File: config.mk
export PLATFORM = sky130hd
export DESIGN_NAME = ltl_report_collector
export DESIGN_NICKNAME = d
export VERILOG_FILES = /design/src/rtl/ltl_report_pkg.sv /design/src/rtl/ltl_report_fifo.sv /design/src/rtl/ltl_report_collector.sv
export SDC_FILE = /design/constraint.sdc
export NUM_CORES = 1
export LEC_CHECK = 0
export ABC_AREA = 1
export BUFFER_PORTS_ARGS = -buffer_cell sky130_fd_sc_hd__buf_2
export CORE_MARGIN = 8
export CORE_UTILIZATION = 60
export CTS_BUF_LIST = sky130_fd_sc_hd__clkbuf_16
export CTS_CLUSTER_SIZE = 16
export DETAILED_ROUTE_END_ITERATION = 10
export GPL_TIMING_DRIVEN = 0
export PLACE_DENSITY = 0.78
export RECOVER_POWER = 50
export SLEW_MARGIN = 30
export SYNTH_ARGS = -nofsm -noshare
export SYNTH_HDL_FRONTEND = slang
export SYNTH_HIERARCHICAL = 1
export SYNTH_SLANG_ARGS = --single-unit
File: constraint.sdc
create_clock -name clk -period 6.16 [get_ports clk]
set_input_delay 1.232 -clock clk [delete_from_list [all_inputs] [get_ports clk]]
set_output_delay 1.232 -clock clk [all_outputs]
set_load 0.01 [all_outputs]
File: src/rtl/ltl_report_pkg.sv
`default_nettype none
// ============================================================================
// Module   : ltl_report_pkg
// Brief    : Shared defaults, record layout and width helpers for the
//            ltl report collector and its cluster wrapper.
// Revision : 1.0
// ============================================================================
package ltl_report_pkg;

  localparam int c_default_num_reports = 4;
  localparam int c_default_idx_w       = 32;
  localparam int c_default_depth       = 8;
  localparam int c_default_drop_w      = 16;

  // Occupancy needs one extra bit so that a full FIFO (count == DEPTH) is representable.
  function automatic int fill_width(input int depth);
    return $clog2(depth) + 1;
  endfunction

  function automatic int rec_width(input int idx_w, input int num_reports);
    return idx_w + num_reports;
  endfunction

  localparam int c_default_rec_w = rec_width(c_default_idx_w, c_default_num_reports);

  typedef struct packed {
    logic [c_default_idx_w-1:0]       idx;
    logic [c_default_num_reports-1:0] reports;
  } report_rec_t;

endpackage
`default_nettype wire

File: src/rtl/ltl_report_fifo.sv
`default_nettype none
// ============================================================================
// Module   : ltl_report_fifo
// Brief    : Single-clock FIFO with a count-based full/empty decision; a push
//            into a full FIFO is accepted when a pop happens in the same cycle.
// Revision : 1.0
// ============================================================================
module ltl_report_fifo
  import ltl_report_pkg::*;
#(
  parameter int WIDTH = c_default_rec_w,
  parameter int DEPTH = c_default_depth
) (
  input  logic                          clk,
  input  logic                          reset,
  input  logic                          push,
  input  logic [WIDTH-1:0]              push_data,
  input  logic                          pop,
  output logic [WIDTH-1:0]              head_data,
  output logic [fill_width(DEPTH)-1:0]  count
);

  localparam int c_ptr_w = $clog2(DEPTH);
  localparam int c_cnt_w = fill_width(DEPTH);

  logic [WIDTH-1:0]   r_mem [DEPTH];
  logic [c_ptr_w-1:0] r_wr_ptr;
  logic [c_ptr_w-1:0] r_rd_ptr;
  logic [c_cnt_w-1:0] r_count;
  logic               w_pop_fire;
  logic               w_push_fire;

  always_comb begin
    w_pop_fire  = pop && (r_count != '0);
    w_push_fire = push && ((r_count < c_cnt_w'(DEPTH)) || w_pop_fire);
  end

  // When full, wr_ptr == rd_ptr: the slot being vacated by the pop takes the new tail.
  always_ff @(posedge clk) begin
    if (w_push_fire) begin
      r_mem[r_wr_ptr] <= push_data;
    end
  end

  always_ff @(posedge clk) begin
    if (reset) begin
      r_wr_ptr <= '0;
      r_rd_ptr <= '0;
      r_count  <= '0;
    end else begin
      if (w_push_fire) begin
        r_wr_ptr <= r_wr_ptr + c_ptr_w'(1);
      end
      if (w_pop_fire) begin
        r_rd_ptr <= r_rd_ptr + c_ptr_w'(1);
      end
      case ({w_push_fire, w_pop_fire})
        2'b10:   r_count <= r_count + c_cnt_w'(1);
        2'b01:   r_count <= r_count - c_cnt_w'(1);
        default: r_count <= r_count;
      endcase
    end
  end

  // Storage is not reset, so the head is forced to zero while empty.
  assign head_data = (r_count != '0) ? r_mem[r_rd_ptr] : '0;
  assign count     = r_count;

endmodule
`default_nettype wire

File: src/rtl/ltl_report_collector.sv
`default_nettype none
// ============================================================================
// Module   : ltl_report_collector
// Brief    : Tags non-zero automaton report vectors with their symbol index,
//            buffers them for the monitor and accounts for dropped records.
// Revision : 1.0
// ============================================================================
module ltl_report_collector
  import ltl_report_pkg::*;
#(
  parameter int NUM_REPORTS = c_default_num_reports,
  parameter int IDX_W       = c_default_idx_w,
  parameter int DEPTH       = c_default_depth,
  parameter int DROP_W      = c_default_drop_w
) (
  input  logic                          clk,
  input  logic                          reset,
  input  logic                          run,
  input  logic [NUM_REPORTS-1:0]        report_vec,
  output logic                          rec_valid,
  input  logic                          rec_ready,
  output logic [IDX_W-1:0]              rec_idx,
  output logic [NUM_REPORTS-1:0]        rec_reports,
  output logic [fill_width(DEPTH)-1:0]  fill_level,
  output logic                          overflow,
  output logic [DROP_W-1:0]             drop_count
);

  localparam int c_cnt_w = fill_width(DEPTH);
  localparam int c_rec_w = rec_width(IDX_W, NUM_REPORTS);

  typedef struct packed {
    logic [IDX_W-1:0]       idx;
    logic [NUM_REPORTS-1:0] reports;
  } rec_t;

  logic [IDX_W-1:0]  r_sym_cnt;
  logic [IDX_W-1:0]  r_idx_q;
  logic              r_run_q;
  logic              r_overflow;
  logic [DROP_W-1:0] r_drop_count;

  rec_t              w_push_rec;
  rec_t              w_head_rec;
  logic              w_push_req;
  logic              w_pop;
  logic              w_drop;

  // report_vec lags the consumed symbol by one cycle, hence run_q/idx_q qualify it.
  always_comb begin
    w_push_req         = r_run_q && (report_vec != '0);
    w_pop              = rec_valid && rec_ready;
    w_drop             = w_push_req && !((fill_level < c_cnt_w'(DEPTH)) || w_pop);
    w_push_rec.idx     = r_idx_q;
    w_push_rec.reports = report_vec;
  end

  always_ff @(posedge clk) begin
    if (reset) begin
      r_sym_cnt    <= '0;
      r_idx_q      <= '0;
      r_run_q      <= 1'b0;
      r_overflow   <= 1'b0;
      r_drop_count <= '0;
    end else begin
      r_run_q <= run;
      if (run) begin
        r_idx_q   <= r_sym_cnt;
        r_sym_cnt <= r_sym_cnt + IDX_W'(1);
      end
      if (w_drop) begin
        r_overflow <= 1'b1;
        if (r_drop_count != '1) begin
          r_drop_count <= r_drop_count + DROP_W'(1);
        end
      end
    end
  end

  ltl_report_fifo #(
    .WIDTH (c_rec_w),
    .DEPTH (DEPTH)
  ) u_fifo (
    .clk       (clk),
    .reset     (reset),
    .push      (w_push_req),
    .push_data (w_push_rec),
    .pop       (w_pop),
    .head_data (w_head_rec),
    .count     (fill_level)
  );

  assign rec_valid   = (fill_level != '0);
  assign rec_idx     = w_head_rec.idx;
  assign rec_reports = w_head_rec.reports;
  assign overflow    = r_overflow;
  assign drop_count  = r_drop_count;

endmodule
`default_nettype wire
==> metrics.cfg, run 1 <==
[synthesis]
synthesis.nets=1500
synth-main-ff-cell=edfxtp_1
yosysTopAreaCell=edfxtp_1
synthCells=1485
ys_ff_latch=383
yosysWarnings=6
async_flop_share=0
synth_enable_flop_cells=288
yosysTopAreaCellShare=0.551
syn_area_per_cell_um2=10.6
synth_area_mm2=0.0157
synth_seq_area_share=0.672
netlist_top_cells_area=edfxtp_1 55%, dfxtp_1 12%, nor2_1 8.4%
synth.distinct_cells=37

[clock_network]
clockBufferDepth=3
cts_inserted_buffers=39
cts_root_buffer=clkbuf_16
cts_tree=yes
clock_sinks=383
cts_resized=0
cts-htree-levels=2
hold_buffers=0
clock_latency_ns=0.52
path_clk_slew_ns=0.06
post-cts-setup-buffers=0

[timing]
finalCritPeriodShare=0.640
rsz0062_at_grt=no
finalMaxSlewViolations=0
finalClockSkew_ns=0.00880
finalSetupViolCount=0
period_minus_slack_ns=3.94
setup_ws_ns=2.22
relSlewSlack=0.460
setup_tns_ns=0
fmax_ghz=0.254
tightest_slew_ns=0.808
final_hold_viol_count=0

[setup_path]
cp_max_fo=10
crit_arrival_ns=2.71
crit_path_start_kind=flip-flop
crit_path_end_kind=output port
path_class=flip-flop to output port
critical_path_required_ns=4.93

[die]
ios=66
dieWidth_um=178
dieHeight_um=178
core_area_mm2=0.0258
die_area_mm2=0.0316
rows=59
start_util=0.607

[detailed_routing]
vias=11800
avgRoutedWirePerCell_um=20.0
avgViaCountPerCell=5.99
drt-total-wl_um=39400
drt_pass1_iterations=6
drt_iter0_drc=1300
ant_nets=0
drc=0

[job]
maxCapViolations=0

[global_routing]
grt.total_usage=0.248
grt_pass1_vias=11400
antenna_found_initial=0
grt_pass1_wl_um=61300
grt.overflow.total=0
grt_max_degree=22

[placed_design]
portBuffers=65
place_inst=1896
gp_congestion=0.880
postPlaceCellArea_mm2=0.0168
pre_cts_slack_ns=2.69
place_hpwl_um=26100

[pwr]
max-vdd-ir-drop_mv=0.214
p_total_w=0.00713
p_leak_nw=6.49
powerDensity_mw_per_mm2=397

[finish]
instances_no_fill=1966
diodes=0
drive_above_1_share=0.108
syn_to_final_growth_pct=14.4
stdcell_area_mm2=0.0180
finalNetCount=1617

[min_path]
min_path_type=flip-flop to flip-flop

[outcome]
status=finished, final reports clean

## logic make-up after synthesis
group                      Yosys count  synth area share
and+or+nand+nor                    594             0.152
DFF                                383             0.672
AOI/OAI and AO/OA                  335             0.116
buffers and inverters              155            0.0475
xor gates and xnor gates            11           0.00614
adders and majority gates            7           0.00558
## final cells by class
class                      count  area (um^2)
sequential                   383        10600
fill                        1847         7880
multi-input combinational    947         4430
clock buffer                  41         1030
timing repair buffer          76          621
tap                          335          419
buffer                        75          417
inverter                      80          307
clock inverter                29          181
## worst paths after layout
kind,from,to,slack [ns],depth (start not counted)
max reg2reg,u_fifo/count[1],u_fifo/r_mem[0][21],3.23,8
min,overflow,overflow,0.48,1
max,flip-flop,rec_reports[1],2.22,5
min reg2reg,overflow,overflow,0.48,1
## registers in the layout (all words and copies together) (netlist names), 3 cells and up, named ones only
register,count
u_fifo/r_wr_ptr,3
u_fifo/r_mem,288
drop_count,16
u_fifo/count,4
r_sym_cnt,32
r_idx_q,32
u_fifo/r_rd_ptr,3
## critical path, stage by stage (launching register included)
cell and delay [ns]:
dfxtp_1 0.31, clkbuf_1 0.56, clkbuf_1 0.59, nor2_1 0.16, nor2_1 0.35, buf_2 0.21
## layout by cell type (no fill, tap or decap), types with 3 or more instances in the layout
master     Yosys  final
o211ai_1      36     36
clkinv_2       1      6
inv_1         74     84
ha_1           7      7
dfxtp_1       95     95
xor2_1         7      7
nand4_1       10     10
nor3_1        10     10
buf_6         15     13
nand2_1      166    167
clkbuf_2       8      8
clkbuf_16      0     41
nor2_1       350    348
nor2_2        10      5
a21oi_1       62     62
edfxtp_1     288    288
xnor2_1        4      4
o22ai_1       36     36
nor2_4         2      9
clkinv_1       0     10
o21ai_1       31     29
inv_2          4      3
nand3_1       37     37
buf_16         0     11
clkbuf_1      39     50
buf_2          7     66
o21ai_0      165    167
## report_power, final
| group | internal [W] | total, W | switching (W) |
|---|---|---|---|
| combinational | 0.000647 | 0.00200 | 0.00135 |
| clock | 0.00128 | 0.00223 | 0.000942 |
| sequential | 0.00285 | 0.00291 | 0.0000607 |
| total | 0.00478 | 0.00713 | 0.00235 |
## synth_stat cells (all sizes together), types with 2 or more instances
cell,instances
xnor2,4
nor2,362
ha,7
nor3,10
nand3b,2
o21ai,196
o22ai,36
nand2,169
buf,28
nand3,37
o21a,2
a21oi,64
nand4,11
dfxtp,95
clkbuf,47
xor2,7
edfxtp,288
o211ai,36
inv,79
## per-layer routing
metal	routed length [um]	track usage
met1	15300	0.318
met2	19400	0.423
met3	3630	0.0445
met4	1040	0.0837
met5	0	0
## through the flow
step                hold WS [ns]  utilization
finish                     0.477        0.695
CTS                        0.477        0.697
global route               0.495        0.695
global placement           0.468        0.636
floorplan                  0.444            -
detailed placement         0.449        0.650
No activity file was read; power rests on OpenSTA's default activity.
==> inputs of run 2 (changes only) <==
clock period = 4 ns   (was 6.16 ns; I/O delays follow)
==> run 2 against run 1 <==
Global-route usage did not move. Register-to-register slack got worse by 2.0 ns. Count of clock-buffer cells in the layout did not move. Highest routed layer unchanged.
==> metrics.cfg, run 2 (same netlist as run 1, synthesis figures left out) <==
[detailed_routing]
vias=11900
drt_pass1_iterations=7
drt-total-wl_um=39300
avgRoutedWirePerCell_um=20.0
avgViaCountPerCell=6.03
drc=0
ant_nets=0
drt_iter0_drc=1238

[clock_network]
clockBufferDepth=3
post-cts-setup-buffers=0
clock_sinks=383
path_clk_slew_ns=0.06
cts_root_buffer=clkbuf_16
cts-htree-levels=2
cts_inserted_buffers=39
hold_buffers=0
cts_resized=0
cts_tree=yes
clock_latency_ns=0.52

[min_path]
hold_depth=1
min_path_type=flip-flop to flip-flop

[die]
ios=66
core_area_mm2=0.0258
dieHeight_um=178
rows=59
dieWidth_um=178
die_area_mm2=0.0316
start_util=0.607

[setup_path]
crit_path_start_kind=flip-flop
crit_arrival_ns=2.72
ff2ff_path_depth=8
crit_path_end_kind=output port
path_class=flip-flop to output port
critical_path_required_ns=3.20
cp_max_fo=10

[finish]
stdcell_area_mm2=0.0180
largest_reg_flops=288
syn_to_final_growth_pct=14.5
final_util=0.695
top_register=u_fifo/r_mem
fillers=1846
mostFrequentLayoutCells=348 x nor2_1, 288 x edfxtp_1, 167 x nand2_1
multiInputGateArea_mm2=0.00443
diodes=0
finalNetCount=1617
regArea_mm2=0.0106
instances_no_fill=1966
drive_above_1_share=0.108
reg_top3=u_fifo/r_mem (288), r_idx_q (32), r_sym_cnt (32)
final_common_cell=nor2_1

[timing]
fmax_ghz=0.284
relSlewSlack=0.463
finalCritPeriodShare=0.879
finalClockSkew_ns=0.00921
setup_ws_ns=0.484
period_minus_slack_ns=3.52
finalMaxSlewViolations=0
tightest_slew_ns=0.803
rsz0062_at_grt=no
finalSetupViolCount=0
final_hold_viol_count=0

[outcome]
status=finished, final reports clean

[pwr]
max-vdd-ir-drop_mv=0.330
p_leak_nw=6.49
p_total_w=0.0110
powerDensity_mw_per_mm2=611

[global_routing]
grt_pass1_wl_um=61300
grt.overflow.total=0
grt_pass1_vias=11400
grt_max_degree=22
grt.total_usage=0.248
antenna_found_initial=0

[placed_design]
postPlaceCellArea_mm2=0.0168
portBuffers=65
place_hpwl_um=26100
gp_congestion=0.880
pre_cts_slack_ns=0.960
place_inst=1896

[job]
maxCapViolations=0

## run 2: worst max-delay path, cell delays in order, from the launching register on
cell	delay, ns
dfxtp_1	0.31
clkbuf_1	0.56
clkbuf_1	0.60
nor2_1	0.17
nor2_1	0.35
buf_2	0.21
## run 2: cell type report
cell class,count,area share
Sequential cell,383,0.587
Multi-Input combinational cell,947,0.247
Clock buffer,41,0.0571
Timing Repair Buffer,76,0.0343
Buffer,75,0.0242
Tap cell,335,0.0233
Inverter,80,0.0171
Clock inverter,29,0.0101
## run 2: worst paths after layout
kind                                 startpoint                  end  slack, ns
worst max-delay path                  flip-flop       rec_reports[1]       0.48
worst min-delay path                   overflow             overflow       0.48
worst max register to register  u_fifo/count[1]  u_fifo/r_mem[0][21]       1.27
worst min register to register         overflow             overflow       0.48
## run 2: through the flow
| stage | hold slack, ns | TNS (ns) |
|---|---|---|
| 6_report | 0.480 | 0 |
| 5_1_grt | 0.489 | 0 |
| 4_1_cts | 0.477 | 0 |
| 3_5_place_dp | 0.449 | 0 |
| 3_3_place_gp | 0.468 | -214.04 |
| 2_1_floorplan | 0.444 | 0 |
## run 2: metal layers
metal	GRT usage	share of wire
met5	0	0
met1	0.318	0.39
met3	0.0445	0.093
met2	0.423	0.49
met4	0.0837	0.027
## run 2: power by group
part	switching, W	internal, W
Clock	0.00145	0.00198
Combinational	0.00207	0.000996
Sequential	0.0000934	0.00439
Total	0.00362	0.00736
==> inputs of run 3 (changes only) <==
SYNTH_HIERARCHICAL = not set   (was 1)
clock period = 4.1 ns   (was 4 ns; I/O delays follow)
==> run 3 against run 2 <==
Sequential share of layout area up 0.094 points. Global-route usage fell by 0.46 points. Non-clock buffer count unchanged.
==> metrics.cfg, run 3 <==
[outcome]
status=finished, final reports clean

[setup_path]
crit_path_end_kind=output port
ff2ff_path_depth=9
r2r_setup_slack_ns=1.50
path_buf_inv=4
slowest_delay_ns=0.47
crit_slowest_cell=clkbuf_1
path_class=flip-flop to output port
cp_top_family=buffers and inverters
crit_path_start_kind=flip-flop
cp.depth=8
cp_max_fo=10
critical_path_required_ns=3.28
crit_arrival_ns=2.63
cp_cell_sequence=buf_4 > buf_2 > clkbuf_1 > o21ai_0 > o22ai_1 > nor2_1 > nor2_1 > buf_2

[finish]
syn_to_final_growth_pct=14.3
instances_no_fill=1926
finalNetCount=1584
mostFrequentLayoutCells=336 x nor2_1, 288 x edfxtp_1, 218 x o21ai_0
reg_top3=u_fifo.r_mem (288), r_idx_q (32), r_sym_cnt (32)
final_util=0.694
top_register=u_fifo.r_mem
largest_reg_flops=288
stdcell_area_mm2=0.0179
diodes=0
drive_above_1_share=0.113
final_common_cell=nor2_1
fillers=1783

[placed_design]
place_hpwl_um=25200
portBuffers=63
place_inst=1865
gp_congestion=0.881
postPlaceCellArea_mm2=0.0169

[timing]
final_hold_viol_count=0
finalClockSkew_ns=0.0140
tightest_slew_ns=0.799
fmax_ghz=0.289
finalCritPeriodShare=0.843
period_minus_slack_ns=3.45
rsz0062_at_grt=no
finalMaxSlewViolations=0
relSlewSlack=0.467
setup_tns_ns=0
finalSetupViolCount=0

[die]
core_area_mm2=0.0258
start_util=0.607
die_area_mm2=0.0316
dieWidth_um=178
ios=66
rows=59
dieHeight_um=178

[clock_network]
cts-htree-levels=2
cts_tree=yes
path_clk_slew_ns=0.06
cts_root_buffer=clkbuf_16
clock_latency_ns=0.52
clock_sinks=383
clockBufferDepth=3
hold_buffers=0
post-cts-setup-buffers=0
cts_inserted_buffers=37
cts_resized=0

[synthesis]
yosysTopAreaCellShare=0.551
synthesis.nets=1468
synthCells=1453
yosysMostFrequentCell=nor2_1
netlist_top_cells_area=edfxtp_1 55%, dfxtp_1 12%, nor2_1 8.2%
synth.distinct_cells=37
async_flop_share=0
yosysWarnings=0
synth_enable_flop_cells=288
yosys-top-cells-count=341 x nor2_1, 288 x edfxtp_1, 218 x o21ai_0, 131 x nand2_1, 95 x dfxtp_1
ys_ff_latch=383
synth_seq_area_share=0.672
syn_area_per_cell_um2=10.8
synth-main-ff-cell=edfxtp_1
yosysTopAreaCell=edfxtp_1
synth_area_mm2=0.0157

[pwr]
p_leak_nw=6.40
p_switching_w=0.00328
p_sw_frac=0.320
clockPowerShare=0.313
p_total_w=0.0103
p_comb_frac=0.260
p_seq_frac=0.426
powerDensity_mw_per_mm2=572
internal-power_w=0.00698
max-vdd-ir-drop_mv=0.355

[global_routing]
antenna_found_initial=0
grt_max_degree=22
grt_pass1_vias=11200
grt.total_usage=0.244
grt.overflow.total=0
grt_pass1_wl_um=60100

[job]
maxCapViolations=0

[detailed_routing]
vias=11400
avgViaCountPerCell=5.91
drt-total-wl_um=38400
drt_pass1_iterations=5
drt_iter0_drc=1261
drc=0
ant_nets=0
avgRoutedWirePerCell_um=19.9

[min_path]
min_path_type=flip-flop to flip-flop
hold_depth=2

==> run 3: cell count changes after synthesis, moves of 11 or more <==
cell	previous run	this run
o211ai_1	36	0
buf_2	7	18
o21ai_1	31	15
buf_6	15	0
o21ai_0	165	218
inv_1	74	56
mux2i_1	0	36
a21oi_1	62	44
nand2_1	166	131
==> run 3: worst paths after layout <==
kind | from | to
hold / removal | u_fifo.r_rd_ptr[2] | u_fifo.r_rd_ptr[2]
setup reg to reg | u_fifo.count[3] | u_fifo.r_mem[6][27]
setup / recovery | flip-flop | rec_idx[12]
hold reg to reg | u_fifo.r_rd_ptr[2] | u_fifo.r_rd_ptr[2]
==> run 3: layout make-up <==
type	instances	area (um^2)	area share
flip-flops and latches	383	10600	0.588
multi-input cells	936	4600	0.256
repair buffers	77	682	0.0380
clock inverters	22	148	0.00823
clock buffers	39	976	0.0544
well taps	335	419	0.0234
inverters	60	228	0.0127
plain buffers	74	337	0.0188
==> run 3: power groups by stage <==
stage | Combinational, W | Sequential [W] | Clock [W]
after floorplan | 0.00162 | 0.00443 | 0
after global placement | 0.00252 | 0.00445 | 0
after detailed placement | 0.00263 | 0.00445 | 0
after CTS | 0.00267 | 0.00437 | 0.00323
after global routing | 0.00293 | 0.00438 | 0.00338
final | 0.00267 | 0.00437 | 0.00321
==> run 3: metal layers <==
| layer | part of all wire | up-vias | global-route usage | wire [um] |
|---|---|---|---|---|
| li1 | - | 5292 | - | - |
| met1 | 0.40 | 5466 | 0.315 | 15400 |
| met2 | 0.50 | 549 | 0.414 | 19100 |
| met3 | 0.079 | 83 | 0.0394 | 3030 |
| met4 | 0.024 | 0 | 0.0844 | 927 |
| met5 | 0 | - | 0 | 0 |
==> run 3: stage by stage <==
step / worst slack (ns) / hold WS, ns
final: 0.645 / 0.475
after global routing: 0.478 / 0.499
after CTS: 0.638 / 0.475
after detailed placement: 1.03 / 0.458
after global placement: -1.10 / 0.443
after floorplan: 0.719 / 0.433
==> run 3: cells by family after synthesis <==
group,synth area share
multiplexers,0.0230
flip-flops,0.672
AND/OR/NAND/NOR,0.145
AO/OA/AOI/OAI,0.112
adder cells (fa/ha/maj),0.00558
buffers and inverters,0.0366
XOR/XNOR,0.00558
==> run 3: tightest hold or removal path, stage by stage, from the launching register on <==
cell and delay (ns):
dfxtp_1 0.32, inv_1 0.05, a21oi_1 0.06
